**src/rtl/nibble_packer_pkg.sv**
```systemverilog
// Shared types for the nibble packer.
// FSM state encoding and nibble width.
package nibble_packer_pkg;

  localparam int NIB_W = 4;

  typedef enum logic [1:0] {
    IDLE = 2'd0,
    FILL = 2'd1,
    DONE = 2'd2
  } state_t;

endpackage

```
**src/rtl/nibble_packer.sv**
```systemverilog
// Packs an MSB-first nibble stream into an N-bit word
// and strobes word_valid for one cycle per completed word.
module nibble_packer
  import nibble_packer_pkg::*;
#(
  parameter int N = 64,
  localparam int NIBS = N / NIB_W,
  localparam int CW = $clog2(NIBS)
) (
  input  logic          CLK,
  input  logic          R,
  input  logic          clr,
  input  logic          nib_valid,
  input  logic [3:0]    nib_in,
  output logic          nib_ready,
  output logic [N-1:0]  word_out,
  output logic          word_valid,
  output logic [CW-1:0] nib_count,
  output logic          busy
);

  if ((N % NIB_W) != 0 || N < 8) begin : g_bad_n
    $error("nibble_packer: N must be a multiple of 4 and >= 8");
  end

  localparam logic [CW-1:0] LAST = CW'(NIBS - 1);

  state_t        state;
  state_t        state_nx;
  logic [CW-1:0] cnt_nx;
  logic          accept;
  logic          load;

  // Only the low NIBS-1 nibbles matter; the top one is
  // shifted straight out into word_out on completion.
  logic [N-5:0]  sh;
  logic [N-1:0]  sh_cat;

  assign sh_cat    = {sh, nib_in};
  assign nib_ready = (state != DONE);
  assign busy      = (nib_count != '0);
  assign accept    = nib_valid && nib_ready && !clr;

  always_comb begin
    state_nx = state;
    cnt_nx   = nib_count;
    load     = 1'b0;
    unique case (state)
      IDLE: begin
        if (clr) begin
          cnt_nx = '0;
        end else if (accept) begin
          cnt_nx   = CW'(1);
          state_nx = FILL;
        end
      end
      FILL: begin
        if (clr) begin
          cnt_nx   = '0;
          state_nx = IDLE;
        end else if (accept) begin
          if (nib_count == LAST) begin
            cnt_nx   = '0;
            load     = 1'b1;
            state_nx = DONE;
          end else begin
            cnt_nx = nib_count + CW'(1);
          end
        end
      end
      DONE: begin
        state_nx = IDLE;
      end
      default: begin
        cnt_nx   = '0;
        state_nx = IDLE;
      end
    endcase
  end

  always_ff @(posedge CLK or posedge R) begin
    if (R) begin
      state      <= IDLE;
      nib_count  <= '0;
      sh         <= '0;
      word_out   <= '0;
      word_valid <= 1'b0;
    end else begin
      state      <= state_nx;
      nib_count  <= cnt_nx;
      word_valid <= load;
      if (accept) begin
        sh <= sh_cat[N-5:0];
      end
      if (load) begin
        word_out <= sh_cat;
      end
    end
  end

endmodule

```
**config.mk**
```make
export PLATFORM = sky130hd
export DESIGN_NAME = nibble_packer
export DESIGN_NICKNAME = d
export VERILOG_FILES = /design/src/rtl/nibble_packer_pkg.sv /design/src/rtl/nibble_packer.sv
export SDC_FILE = /design/constraint.sdc
export NUM_CORES = 1
export LEC_CHECK = 0
export CORE_MARGIN = 5
export CORE_UTILIZATION = 40
export DETAILED_ROUTE_END_ITERATION = 8
export GPL_ROUTABILITY_DRIVEN = 0
export GPL_TIMING_DRIVEN = 0
export PLACE_DENSITY = 0.61
export SYNTH_ARGS = -nofsm -noshare
export SYNTH_HDL_FRONTEND = slang
export SYNTH_SLANG_ARGS = --single-unit
```
**constraint.sdc**
```tcl
create_clock -name CLK -period 5.2 [get_ports CLK]
set_input_delay 1.04 -clock CLK [delete_from_list [all_inputs] [get_ports CLK]]
set_output_delay 1.04 -clock CLK [all_outputs]
set_load 0.03 [all_outputs]
```
==> impl_metrics.env, run 1 <==
export IMPL_synthSimpleGateAreaFrac_pct=1.87
export IMPL_ys_ff_latch=131
export IMPL_p_leak_nw=3.27
export IMPL_synthCells=305
export IMPL_synth_edff_count=0
export IMPL_synth_mux_area_share_pct=30.3
export IMPL_yosysWarnings=0
export IMPL_finalCritPeriodShare_pct=55.7
export IMPL_boundaryPins=79
export IMPL_start_kind="flip-flop"
export IMPL_clock_fmax_ghz=0.345
export IMPL_fin_nets=413
export IMPL_clockBufferDepth=2
export IMPL_required_ps=4160
export IMPL_postRouteAntennaNets=0
export IMPL_final_cell_mix="131 x dfrtp_1, 87 x mux2_2, 78 x clkdlybuf4s50_1"
export IMPL_place_ws_ps=2320
export IMPL_yosys_area_share_adder_pct=0.486
export IMPL_portBuffers=78
export IMPL_setup_viol=0
export IMPL_fillers=1092
export IMPL_detail_route_wl_per_cell_um=15.6
export IMPL_ys_async_sr_fraction_pct=100
export IMPL_status="finished, final reports clean"
export IMPL_htreeDepth=4
export IMPL_route_vias_total=2809
export IMPL_dr_pass1_iters=4
export IMPL_synth_avg_cell_area_um2=16.9
export IMPL_syn_nets=315
export IMPL_rsz0062_at_grt="false"
export IMPL_grt_pass1_wl_mm=15.2
export IMPL_worstSetupPathType="flip-flop to output port"
export IMPL_drt_iter0_markers=141
export IMPL_path_cells="inv_1 -> ha_1 -> nand2_1 -> clkdlybuf4s50_1"
export IMPL_grt_usage_pct=13.2
export IMPL_gr_total_overflow=0
export IMPL_arrival_ps=1850
export IMPL_rr_endpoint="word_out[1]"
export IMPL_crit_fanout=8
export IMPL_syn2layout_area_growth_pct=31.7
export IMPL_max_slew_margin_pct=68.0
export IMPL_min_delay_path_depth=1
export IMPL_slew_violations=0
export IMPL_antennaDiodeCount=0
export IMPL_crit_slowest_cell="clkdlybuf4s50_1"
export IMPL_synthXorXnorAreaFrac_pct=0
export IMPL_core_area_um2=12600
export IMPL_hold_violations=0
export IMPL_postCtsHoldBufs=0
export IMPL_critPathCaptureType="output port"
export IMPL_tightestPinTransition_ps=479
export IMPL_grt_pass1_vias=3081
export IMPL_cts_root_buf="clkbuf_16"
export IMPL_min_to="word_out[60]"
export IMPL_synth_compound_area_share_pct=1.26
export IMPL_netlist_area_um2=5140
export IMPL_final_common_cell="dfrtp_1"
export IMPL_clk_pin_slew_ps=50
export IMPL_drive_gt1_share_pct=40.9
export IMPL_power_density_nw_per_um2=416
export IMPL_routed_wl_mm=9.20
export IMPL_r2r_setup_slack_ps=3270
export IMPL_hp_class="flip-flop to flip-flop"
export IMPL_cts_made_buffers=17
export IMPL_timing_rr_start="nib_count[0]"
export IMPL_fp_dieArea_um2=15200
export IMPL_fin_skew_ps=6.80
export IMPL_min_period_ps=2890
export IMPL_ir_drop_uv=221
export IMPL_cts_sinks=131
export IMPL_clkLatencyLatePin_ps=400
export IMPL_dpl_hpwl_mm=6.13
export IMPL_slowest_delay_ps=660
export IMPL_yosysSeqAreaShare_pct=63.7
export IMPL_die_x_um=123
export IMPL_drc=0
export IMPL_synth_ff_type="dfrtp_1"
export IMPL_final_util_pct=53.7
export IMPL_min_from="sh[56]"
export IMPL_antenna_found_initial=0
export IMPL_synthDistinctLibCells=23
export IMPL_setup_ws_ps=2310
export IMPL_via_per_inst=4.78
export IMPL_die_h_um=123
export IMPL_cts_tree="done"
export IMPL_post_cts_setup_buffers=0
export IMPL_cts_resized_gates=0
export IMPL_reg2reg_depth=6
export IMPL_start_util_pct=40.8
export IMPL_drv_cap=0
export IMPL_grt_max_degree=81
export IMPL_synth_top_family_by_area="multiplexers"
export IMPL_rows=41
-- kinds of logic after synthesis --
kind of cell	Yosys count
buffers and inverters	19
flip-flops	131
adder cells (fa/ha/maj)	2
multiplexers	126
AND/OR/NAND/NOR	17
AO/OA/AOI/OAI	10
-- cell usage after synthesis, types with 2 or more instances --
cell type | instances | area share, %
o21ai_0 | 3 | 0.29
nor2_1 | 2 | 0.15
dfrtp_1 | 131 | 64
buf_6 | 5 | 1.1
buf_2 | 8 | 0.78
nand2b_1 | 3 | 0.36
a31oi_1 | 3 | 0.36
mux2_2 | 87 | 19
ha_1 | 2 | 0.49
mux2_4 | 38 | 11
inv_1 | 6 | 0.44
nand2_1 | 6 | 0.44
-- worst max-delay path: cells and delay by family, from the launching register on --
family | cells | cell delay, ps
buf+inv | 2 | 730
flops | 1 | 470
fa+ha+maj | 1 | 200
simple gates | 1 | 50
-- power breakdown --
part           total (mW)  internal [mW]  switching, mW
Sequential           1.37           1.22          0.146
Combinational       0.257          0.172         0.0851
Clock                1.20          0.787          0.412
Total                2.82           2.18          0.642
-- worst max path at each step --
| stage | start | endpoint | slack (ps) | cells past startpoint |
|---|---|---|---|---|
| CTS | nib_count[0] | busy | 2270 | 4 |
| global placement | R | word_out[36] | -1140 | 2 |
| floorplan | R | nib_count[0] | 660 | 1 |
| global route | nib_count[0] | busy | 2180 | 4 |
| finish | nib_count[0] | busy | 2310 | 4 |
| detailed placement | nib_valid | sh[2] | 2320 | 5 |
-- area by class of cell --
type / instances / area (um2) / area share [%]
flip-flops and latches: 131 / 3280 / 48.4
multi-input cells: 155 / 1750 / 25.8
repair buffers: 79 / 808 / 11.9
clock buffers: 22 / 474 / 7.00
well taps: 172 / 215 / 3.18
clock inverters: 10 / 130 / 1.92
plain buffers: 13 / 96.3 / 1.42
inverters: 6 / 27.5 / 0.406
-- metrics by stage --
| stage | std cells | instance area (um2) | hold WS, ps | TNS [ps] | total power [mW] |
|---|---|---|---|---|---|
| 2_1_floorplan | 305 | 5140 | 476 | 0 | 1.55 |
| 3_3_place_gp | 555 | 6140 | 486 | -148160 | 1.63 |
| 3_5_place_dp | 556 | 6170 | 492 | 0 | 1.65 |
| 4_1_cts | 588 | 6780 | 506 | 0 | 2.87 |
| 5_1_grt | 588 | 6780 | 520 | 0 | 2.97 |
| 6_report | 588 | 6780 | 503 | 0 | 2.82 |
-- flip-flops by register name, indices dropped and copies added, names as in the netlist --
signal	cells
nib_count	4
sh	60
state	2
word_out	64
word_valid	1
-- per-layer routing --
layer | vias to the layer above | wire, um | global-route usage [%]
li1 | 1284 | - | -
met1 | 1436 | 4130 | 16.5
met2 | 79 | 4390 | 20.4
met3 | 10 | 589 | 5.95
met4 | 0 | 96 | 4.78
met5 | - | 0 | 0
Power figures use the tool's default switching activity.
==> run 2: changes to the inputs <==
clock period = 2.72 ns   (was 5.2 ns; I/O delays follow)
==> run 2 against run 1 <==
  * Total power increased by 82%
  * Setup slack lost 2000 ps
  * Combinational power increased by 94%
  * Global-route usage is 0.36 points higher
  * Critical path type unchanged
  * Critical endpoint unchanged
  * Largest cell class unchanged
==> impl_metrics.env, run 2 (synthesized netlist as in run 1, its figures left out) <==
export IMPL_status="finished, final reports clean"
export IMPL_worstSetupPathType="flip-flop to output port"
export IMPL_max_slew_margin_pct=51.6
export IMPL_antennaDiodeCount=0
export IMPL_route_vias_total=2785
export IMPL_p_sw_mw=1.19
export IMPL_rows=41
export IMPL_drt_iter0_markers=90
export IMPL_arrival_ps=1870
export IMPL_grt_usage_pct=13.6
export IMPL_dr_pass1_iters=4
export IMPL_detail_route_wl_per_cell_um=15.8
export IMPL_cts_sinks=131
export IMPL_fp_dieArea_um2=15200
export IMPL_start_util_pct=40.8
export IMPL_fillers=1093
export IMPL_reg2reg_depth=6
export IMPL_clock_fmax_ghz=0.414
export IMPL_hp_class="flip-flop to flip-flop"
export IMPL_htreeDepth=4
export IMPL_routed_wl_mm=9.29
export IMPL_die_h_um=123
export IMPL_clockPowerShare_pct=39.4
export IMPL_min_delay_path_depth=1
export IMPL_postRouteAntennaNets=0
export IMPL_drc=0
export IMPL_largestRegisters="word_out (64), sh (60), nib_count (4)"
export IMPL_gr_total_overflow=0
export IMPL_cp_endpoint="busy"
export IMPL_postCtsHoldBufs=0
export IMPL_top_register="word_out"
export IMPL_syn2layout_area_growth_pct=31.0
export IMPL_setup_viol=0
export IMPL_cts_tree="done"
export IMPL_clockBufferDepth=2
export IMPL_largest_reg_flops=64
export IMPL_fin_nets=415
export IMPL_pwr_share_seq_pct=50.9
export IMPL_boundaryPins=79
export IMPL_startpoint="nib_count[0]"
export IMPL_final_common_cell="dfrtp_1"
export IMPL_clkLatencyLatePin_ps=410
export IMPL_core_area_um2=12600
export IMPL_final_cell_mix="131 x dfrtp_1, 87 x mux2_2, 78 x clkdlybuf4s50_1"
export IMPL_drive_gt1_share_pct=40.3
export IMPL_internal_power_mw=3.94
export IMPL_critPathCaptureType="output port"
export IMPL_clk_pin_slew_ps=50
export IMPL_via_per_inst=4.73
export IMPL_r2r_setup_slack_ps=770
export IMPL_min_period_ps=2410
export IMPL_crit_fanout=8
export IMPL_dpl_cell_area_um2=6200
export IMPL_timing_rr_start="nib_count[0]"
export IMPL_placed_cells=558
export IMPL_dpl_hpwl_mm=6.32
export IMPL_required_ps=2180
export IMPL_grt_max_degree=42
export IMPL_post_cts_setup_buffers=0
export IMPL_switching_share_pct=23.2
export IMPL_drv_cap=0
export IMPL_cts_made_buffers=17
export IMPL_grt_pass1_vias=3099
export IMPL_die_x_um=123
export IMPL_finalCritPeriodShare_pct=88.7
export IMPL_cts_root_buf="clkbuf_16"
export IMPL_ir_drop_uv=364
export IMPL_power_frac_comb_pct=9.7
export IMPL_slew_violations=0
export IMPL_grt_pass1_wl_mm=15.6
export IMPL_rr_endpoint="word_out[8]"
export IMPL_tightestPinTransition_ps=724
export IMPL_power_density_nw_per_um2=762
export IMPL_p_leak_nw=3.25
export IMPL_portBuffers=78
export IMPL_final_area_um2=6740
export IMPL_fin_skew_ps=5.91
export IMPL_start_kind="flip-flop"
export IMPL_antenna_found_initial=0
export IMPL_hold_violations=0
export IMPL_final_util_pct=53.4
export IMPL_min_from="sh[56]"
export IMPL_rsz0062_at_grt="false"
export IMPL_layoutNonFillerInstCount=589
export IMPL_cts_resized_gates=0
==> run 2: cell types whose count changed in the layout (fill, tap and decap cells not counted) <==
cell and delta:
buf_12 +3, inv_6 -1, clkinv_2 -2, buf_16 -1, clkbuf_1 +3, bufinv_16 -3
clkbuf_8 +2
==> run 2: final cells by class <==
class / count / area [um2] / area share (%)
tap: 172 / 215 / 3.19
timing repair buffer: 81 / 841 / 12.5
sequential: 131 / 3280 / 48.6
clock inverter: 4 / 22.5 / 0.334
clock buffer: 27 / 513 / 7.61
inverter: 6 / 26.3 / 0.390
multi-input combinational: 155 / 1750 / 25.9
buffer: 13 / 96.3 / 1.43
==> run 2: worst min-delay path by stage <==
stage / endpoint / slack, ps
5_1_grt: word_out[27] / 520
3_3_place_gp: word_out[63] / 490
2_1_floorplan: word_out[60] / 480
4_1_cts: word_out[60] / 510
3_5_place_dp: word_out[62] / 490
6_report: word_out[60] / 500
==> run 2: routing by layer <==
layer  vias up  part of all wire, %  track usage [%]  wire [um]
li1       1280                    -                -          -
met1      1421                   46             17.4       4270
met2        71                   46             19.8       4280
met3        13                  6.9             6.36        643
met4         0                  1.1             5.81         98
met5         -                    0                0          0
==> run 2: power by group through the flow <==
stage               clock network (mW)  registers [mW]  logic [mW]
detailed placement                   0            2.66       0.508
global placement                     0            2.65       0.475
finish                            2.02            2.61       0.498
global route                      2.19            2.67       0.557
CTS                               2.10            2.62       0.511
floorplan                            0            2.54       0.420
==> run 2: through the flow <==
step | power (mW) | hold WS [ps] | setup TNS [ps] | worst slack (ps)
global route | 5.41 | 518 | 0 | 179
finish | 5.13 | 499 | 0 | 307
CTS | 5.23 | 505 | 0 | 272
global placement | 3.13 | 487 | -80820 | -627
detailed placement | 3.17 | 492 | 0 | 272
floorplan | 2.96 | 476 | 0 | 553
==> run 2: worst max-delay path, cell delays in order (launching register included) <==
cell and delay, ps:
dfrtp_1 480, inv_1 80, ha_1 200, nand2_1 50
clkdlybuf4s50_1 660
==> run 3: changes to the inputs <==
CAP_MARGIN = 0   (was not set)
CORE_MARGIN = not set   (was 5)
==> run 3 against run 2 <==
  * Non-clock buffer count is the same
  * Sequential power is essentially flat
  * Design area increased by 0.43%
  * Combinational power barely moved
  * First-iteration DRC count rose by 16%
  * Via count fell by 0.11%
  * Register-to-register slack about the same
  * Sequential cell count is the same
  * Critical endpoint unchanged
==> impl_metrics.env, run 3 (synthesized netlist as in run 1, its figures left out) <==
export IMPL_status="finished, final reports clean"
export IMPL_postRouteAntennaNets=0
export IMPL_die_x_um=115
export IMPL_clockPowerShare_pct=40.7
export IMPL_clockBufferDepth=2
export IMPL_syn2layout_area_growth_pct=31.6
export IMPL_rr_endpoint="word_out[8]"
export IMPL_fin_skew_ps=5.09
export IMPL_worstSetupPathType="flip-flop to output port"
export IMPL_clock_fmax_ghz=0.416
export IMPL_antenna_found_initial=0
export IMPL_ir_drop_uv=389
export IMPL_portBuffers=78
export IMPL_reg2reg_depth=6
export IMPL_start_util_pct=40.9
export IMPL_final_area_um2=6770
export IMPL_p_sw_mw=1.25
export IMPL_critPathCaptureType="output port"
export IMPL_power_density_nw_per_um2=777
export IMPL_min_period_ps=2400
export IMPL_detail_route_wl_per_cell_um=15.7
export IMPL_final_common_cell="dfrtp_1"
export IMPL_cp_endpoint="busy"
export IMPL_place_ws_ps=291
export IMPL_cts_tree="done"
export IMPL_max_slew_margin_pct=70.3
export IMPL_internal_power_mw=4.01
export IMPL_dr_pass1_iters=4
export IMPL_cts_root_buf="clkbuf_16"
export IMPL_die_h_um=115
export IMPL_drt_iter0_markers=104
export IMPL_hold_violations=0
export IMPL_clk_pin_slew_ps=50
export IMPL_switching_share_pct=23.8
export IMPL_rows=41
export IMPL_cts_sinks=131
export IMPL_dpl_hpwl_mm=6.07
export IMPL_drc=0
export IMPL_slew_violations=0
export IMPL_start_kind="flip-flop"
export IMPL_finalCritPeriodShare_pct=88.4
export IMPL_fin_nets=415
export IMPL_core_area_um2=12600
export IMPL_rsz0062_at_grt="false"
export IMPL_grt_usage_pct=15.5
export IMPL_via_per_inst=4.72
export IMPL_crit_fanout=8
export IMPL_power_frac_comb_pct=9.5
export IMPL_setup_viol=0
export IMPL_grt_pass1_vias=2951
export IMPL_grt_max_degree=42
export IMPL_pwr_share_seq_pct=49.8
export IMPL_route_vias_total=2782
export IMPL_drive_gt1_share_pct=41.2
export IMPL_cts_resized_gates=0
export IMPL_timing_rr_start="nib_count[0]"
export IMPL_htreeDepth=4
export IMPL_gr_total_overflow=0
export IMPL_hp_class="primary input to asynchronous set/reset pin"
export IMPL_largestRegisters="word_out (64), sh (60), nib_count (4)"
export IMPL_antennaDiodeCount=0
export IMPL_routed_wl_mm=9.23
export IMPL_final_cell_mix="131 x dfrtp_1, 87 x mux2_2, 78 x clkdlybuf4s50_1"
export IMPL_largest_reg_flops=64
export IMPL_cts_made_buffers=17
export IMPL_clkLatencyLatePin_ps=410
export IMPL_startpoint="nib_count[0]"
export IMPL_postCtsHoldBufs=0
export IMPL_arrival_ps=1860
export IMPL_boundaryPins=79
export IMPL_p_leak_nw=3.26
export IMPL_fp_dieArea_um2=13300
export IMPL_dpl_cell_area_um2=6200
export IMPL_tightestPinTransition_ps=445
export IMPL_post_cts_setup_buffers=0
export IMPL_drv_cap=0
export IMPL_grt_pass1_wl_mm=15.1
export IMPL_top_register="word_out"
export IMPL_r2r_setup_slack_ps=770
export IMPL_setup_ws_ps=315
export IMPL_required_ps=2180
[run 3: area by class of cell]
cell class	count	area, um2
clock inverters	9	80.1
plain buffers	13	96.3
clock buffers	22	484
multi-input cells	155	1750
well taps	172	215
repair buffers	81	841
flip-flops and latches	131	3280
fillers	1106	5800
inverters	6	26.3
[run 3: metal layers]
metal	global-route usage (%)	vias to the layer above	wire (um)
li1	-	1281	-
met3	6.01	14	511
met5	0	-	0
met2	22.8	75	4310
met1	19.7	1412	4240
met4	8.31	0	165
[run 3: worst min-delay path by stage]
| stage | from | end | slack [ps] | cells past startpoint |
|---|---|---|---|---|
| floorplan | sh[56] | word_out[60] | 480 | 1 |
| global placement | sh[56] | word_out[60] | 490 | 1 |
| detailed placement | sh[56] | word_out[60] | 490 | 1 |
| CTS | R | nib_count[0] | 490 | 2 |
| global route | sh[58] | word_out[62] | 520 | 1 |
| finish | R | nib_count[0] | 500 | 2 |
[run 3: worst max-delay path: stages (launching register included)]
cell	delay, ps
dfrtp_1	470
inv_1	70
ha_1	200
nand2_1	50
clkdlybuf4s50_1	660
[run 3: power groups by stage]
stage	Combinational, mW	Clock (mW)	Sequential (mW)
after global placement	0.474	0	2.65
final	0.500	2.14	2.62
after floorplan	0.420	0	2.54
after global routing	0.558	2.28	2.68
after detailed placement	0.506	0	2.67
after CTS	0.512	2.20	2.63
[run 3: stage by stage]
step                      hold WS [ps]  TNS [ps]  utilization [%]  instances  power [mW]
after floorplan                    476         0                -        305        2.96
after global routing               519         0             53.8        589        5.52
after CTS                          491         0             53.8        589        5.34
after detailed placement           489         0             49.4        558        3.17
after global placement             486    -80440             48.9        555        3.13
final                              497         0             53.8        589        5.26
